`src/rtl/cbd84_down_counter_pkg.sv`:
```
// Shared constants for the cbd84 down-counter family: default width,
// underflow-mode encodings and an all-ones helper.
package cbd84_down_counter_pkg;

  localparam int DEFAULT_WIDTH = 4;
  localparam int MAX_WIDTH     = 16;

  // AUTO_RELOAD encodings
  localparam int AR_WRAP   = 0;
  localparam int AR_RELOAD = 1;

  function automatic logic [MAX_WIDTH-1:0] all_ones(input int width);
    logic [MAX_WIDTH-1:0] v;
    v = '0;
    for (int i = 0; i < MAX_WIDTH; i++) begin
      if (i < width) v[i] = 1'b1;
    end
    return v;
  endfunction

endpackage

```
`src/rtl/cbd84_down_chain.sv`:
```
// Ripple-borrow cascade of cbd84_down_counter stages forming one wide down counter;
// stage 0 is least significant, and each stage's borrow-out enables the next.
module cbd84_down_chain
  import cbd84_down_counter_pkg::*;
#(
  parameter int WIDTH  = DEFAULT_WIDTH,
  parameter int STAGES = 2
) (
  input  logic                    CLK,
  input  logic                    RSTN,
  input  logic                    EN,
  input  logic                    LD,
  input  logic [STAGES*WIDTH-1:0] D,
  output logic [STAGES*WIDTH-1:0] Q,
  output logic                    BO,
  output logic                    TCP
);

  logic [STAGES:0]   w_borrow;
  logic [STAGES-1:0] w_tcp;

  assign w_borrow[0] = 1'b1;

  generate
    for (genvar gi = 0; gi < STAGES; gi++) begin : g_stage
      cbd84_down_counter #(
        .WIDTH       (WIDTH),
        .AUTO_RELOAD (AR_WRAP)
      ) u_stage (
        .CLK  (CLK),
        .RSTN (RSTN),
        .EN   (EN),
        .BI   (w_borrow[gi]),
        .LD   (LD),
        .D    (D[gi*WIDTH +: WIDTH]),
        .Q    (Q[gi*WIDTH +: WIDTH]),
        .BO   (w_borrow[gi+1]),
        .TCP  (w_tcp[gi])
      );
    end
  endgenerate

  // The whole chain underflows exactly when the top stage does
  assign BO  = w_borrow[STAGES];
  assign TCP = w_tcp[STAGES-1];

endmodule

```
`src/rtl/cbd84_down_counter.sv`:
```
// Cascadable synchronous down counter with a parallel load, an optional reload on
// underflow, a combinational borrow-out and a registered terminal-count pulse.
module cbd84_down_counter
  import cbd84_down_counter_pkg::*;
#(
  parameter int WIDTH       = DEFAULT_WIDTH,
  parameter int AUTO_RELOAD = AR_WRAP
) (
  input  logic             CLK,
  input  logic             RSTN,
  input  logic             EN,
  input  logic             BI,
  input  logic             LD,
  input  logic [WIDTH-1:0] D,
  output logic [WIDTH-1:0] Q,
  output logic             BO,
  output logic             TCP
);

  localparam logic [MAX_WIDTH-1:0] ONES_FULL = all_ones(WIDTH);
  localparam logic [WIDTH-1:0]     ONES      = ONES_FULL[WIDTH-1:0];

  logic [WIDTH-1:0] r_q;
  logic             r_tcp;
  logic             w_dec;
  logic             w_zero;
  logic [WIDTH-1:0] w_wrap_val;

  assign w_dec      = EN && BI;
  assign w_zero     = (r_q == '0);
  assign w_wrap_val = (AUTO_RELOAD == AR_RELOAD) ? D : ONES;

  // LD is deliberately left out so that the cascade sees only count state
  assign BO = w_dec && w_zero;

  always_ff @(posedge CLK) begin
    if (!RSTN) begin
      r_q   <= '0;
      r_tcp <= 1'b0;
    end else if (LD) begin
      r_q   <= D;
      r_tcp <= 1'b0;
    end else if (w_dec) begin
      if (w_zero) begin
        r_q   <= w_wrap_val;
        r_tcp <= 1'b1;
      end else begin
        r_q   <= r_q - 1'b1;
        r_tcp <= 1'b0;
      end
    end else begin
      r_tcp <= 1'b0;
    end
  end

  assign Q   = r_q;
  assign TCP = r_tcp;

endmodule

```
`config.mk`:
```
export PLATFORM = sky130hd
export DESIGN_NAME = cbd84_down_chain
export DESIGN_NICKNAME = d
export VERILOG_FILES = /design/src/rtl/cbd84_down_counter_pkg.sv /design/src/rtl/cbd84_down_chain.sv /design/src/rtl/cbd84_down_counter.sv
export SDC_FILE = /design/constraint.sdc
export NUM_CORES = 1
export LEC_CHECK = 0
export ABC_AREA = 1
export CORE_MARGIN = 1
export CORE_UTILIZATION = 46
export CTS_CLUSTER_SIZE = 14
export DETAILED_ROUTE_END_ITERATION = 16
export PLACE_DENSITY = 0.83
export SLEW_MARGIN = 5
export SYNTH_ARGS = -nofsm -noshare
export SYNTH_HDL_FRONTEND = slang
export SYNTH_HIERARCHICAL = 1
export SYNTH_SLANG_ARGS = --single-unit
```
`constraint.sdc`:
```
create_clock -name CLK -period 3.95 [get_ports CLK]
set_clock_uncertainty 0.15 [all_clocks]
set_input_delay 1.185 -clock CLK [delete_from_list [all_inputs] [get_ports CLK]]
set_output_delay 1.185 -clock CLK [all_outputs]
set_load 0.02 [all_outputs]
```
==> results by group <==
Timing
  – Relative slew slack: 48.2%
  – Crit share post-route: a little over nine tenths
  – Post-route setup TNS: 0 ns
  – RSZ-0062 raised after global routing: no
  – Fin Hold WS: 0.333 ns
  – Tmin final: 3.74 ns
  – Final hold violations: 0
  – Final slew viol count: 0
  – Slack of the critical path: 0.207 ns
  – # setup viols final: 0
  – Worst-margin pin slew: 0.774 ns
  – Maximum clock rate: around 0.27 GHz

Routing
  – DR WL/cell: roughly 9.6 um
  – Post-route ant nets: 0
  – Drt first pass iters: 4
  – DRC viols: 0
  – Initial DRC count: 12
  – Vias per inst: 4.76
  – Total wire length: 1.21 mm
  – Total number of vias: 600

Clocking
  – Hold buffer count at cts: 0
  – Inserted Clock Buffers: 3
  – Clock transition at path regs: 0.06 ns
  – Clock Latency Late Sink: 0.26 ns
  – CTS H-tree lvls: 1
  – Max Buffers Root-to-Sink: 2
  – CTS tree: done
  – Clk sinks: 9
  – CTS Root Cell: clkbuf_4

Setup path
  – Worst path max stage delay: 0.50 ns
  – Largest delay share family, worst path: buffers and inverters
  – Crit-path cells: clkdlybuf4s50_1, nand2_2, nor2_1, nand2_2, nor2_1, dlygate4sd2_1
  – Critical path fanouts, max: 2
  – Flop2flop setup slack: 2.21 ns
  – R2R depth: 11
  – Stages on worst setup path: 6
  – Startpoint types: input port
  – Crit end category: output pin
  – Crit-path slowest cell: clkdlybuf4s50_1
  – CP required: 2.61 ns
  – Worst R2R Start: g_stage[0].u_stage/Q[0]$_SDFFE_PN0P_
  – CP endpoint: BO
  – Worst R2R End: g_stage[1].u_stage/Q[2]$_SDFFE_PN0P_
  – Worst Setup SP: EN
  – Critical path class: in2out
  – Buffer and inverter count on the worst path: 2
  – Crit path DAT: around 2.4 ns

Placement
  – I/O Buffers: 21
  – RD Place Congestion: 0.843
  – Setup WS pre-CTS: -0.0865 ns
  – Cell Area, Placed: 830 um2
  – Post-DP HPWL: 938 um
  – Inst Count DP: 122

Min path
  – Min-Delay Path Class: reg2reg
  – Hold Path Stages: 2

Layout
  – Share of cells above drive strength 1: 17.9%
  – Final nets: 127
  – Non-Filler Instances: 126
  – # diodes: 0
  – Commonest non-fill, non-tap cell in the layout: clkdlybuf4s50_1
  – Most frequent cells in the layout: clkdlybuf4s50_1, inv_1, nand3_1
  – Final Cell Area: between 800 and 900 um2
  – Area delta synth->final: 42.9%

Global route
  – Initial antenna violation count: 0
  – First-pass GRT wire length: 1.97 mm
  – Total GRT Usage: 19.7%
  – Largest net degree at the start of global routing: 16
  – Grt total ovfl: 0
  – Number of global-route vias before repair: a little under 500

Pwr
  – Pwr/cell area: 297 mW/mm2
  – Leakage: ~0.38 nW
  – Maximum vdd ir drop: between 0.2 and 0.3 mV

Floorplanning
  – Core footprint: 0.00116 mm2
  – DIE AREA: 0.00145 mm2
  – Site row count: 12
  – # IOs: 22
  – Initial Util: between 50 and 60%
  – Die height: 38.1 um
  – Die span in x: 38.1 um

Flow run
  – Max-Cap Viols: 0

Logic synthesis
  – Synthesized instance count: 85
  – Post-Synthesis Cell Area: 598 um2
  – Warnings from Yosys: 6
  – Syn avg cell area: 7.04 um2

Run status
  – Status: completed
report_power, final:
group	leakage, nW	total (mW)	internal [mW]	switching (mW)
Clock	0.0150	0.0722	0.0390	0.0332
Sequential	0.0743	0.101	0.0969	0.00402
Combinational	0.288	0.0806	0.0384	0.0422
layout make-up:
class	instances	area (um2)
Inverter	18	77.6
Sequential cell	9	180
Fill cell	94	302
Multi-Input combinational cell	57	322
Timing Repair Buffer	24	231
Tap cell	14	17.5
Clock buffer	4	26.3
what timing repair did:
action	in CTS	in global routing
endpoints found under the hold margin	0	0
gates resized for setup	1	0
endpoints found under the setup margin	1	0
setup buffers	0	0
state kept, by name (all words and copies together), names as in the netlist:
signal and cells:
g_stage.u_stage/Q 8, g_stage.u_stage/TCP 1
metrics by stage:
step | utilization (%) | power, mW
2_1_floorplan | - | 0.152
3_3_place_gp | 71.8 | 0.182
3_5_place_dp | 71.8 | 0.183
4_1_cts | 73.9 | 0.258
5_1_grt | 73.9 | 0.273
6_report | 73.9 | 0.254
metal layers:
metal / track usage, % / routed length, um
met1: 24.6 / 616
met2: 31.8 / 537
met3: 10.5 / 60
met4: 0 / 0
met5: 0 / 0
worst min-delay path, cell delays in order (launching register included):
cell	delay [ns]
dfxtp_1	0.32
nand2_1	0.06
a21oi_1	0.05
how the worst min path moves through the flow:
stage	startpoint	endpoint	slack, ns
final	g_stage[0].u_stage/Q[0]$_SDFFE_PN0P_	g_stage[0].u_stage/Q[0]$_SDFFE_PN0P_	0.33
after detailed placement	g_stage[1].u_stage/Q[0]$_SDFFE_PN0P_	g_stage[1].u_stage/Q[0]$_SDFFE_PN0P_	0.32
after CTS	g_stage[1].u_stage/Q[0]$_SDFFE_PN0P_	g_stage[1].u_stage/Q[0]$_SDFFE_PN0P_	0.33
after global routing	g_stage[0].u_stage/Q[0]$_SDFFE_PN0P_	g_stage[0].u_stage/Q[0]$_SDFFE_PN0P_	0.35
after floorplan	g_stage[0].u_stage/Q[0]$_SDFFE_PN0P_	g_stage[0].u_stage/Q[0]$_SDFFE_PN0P_	0.40
after global placement	g_stage[1].u_stage/Q[0]$_SDFFE_PN0P_	g_stage[1].u_stage/Q[0]$_SDFFE_PN0P_	0.32
Note: power is estimated with default switching activity, not from simulation.
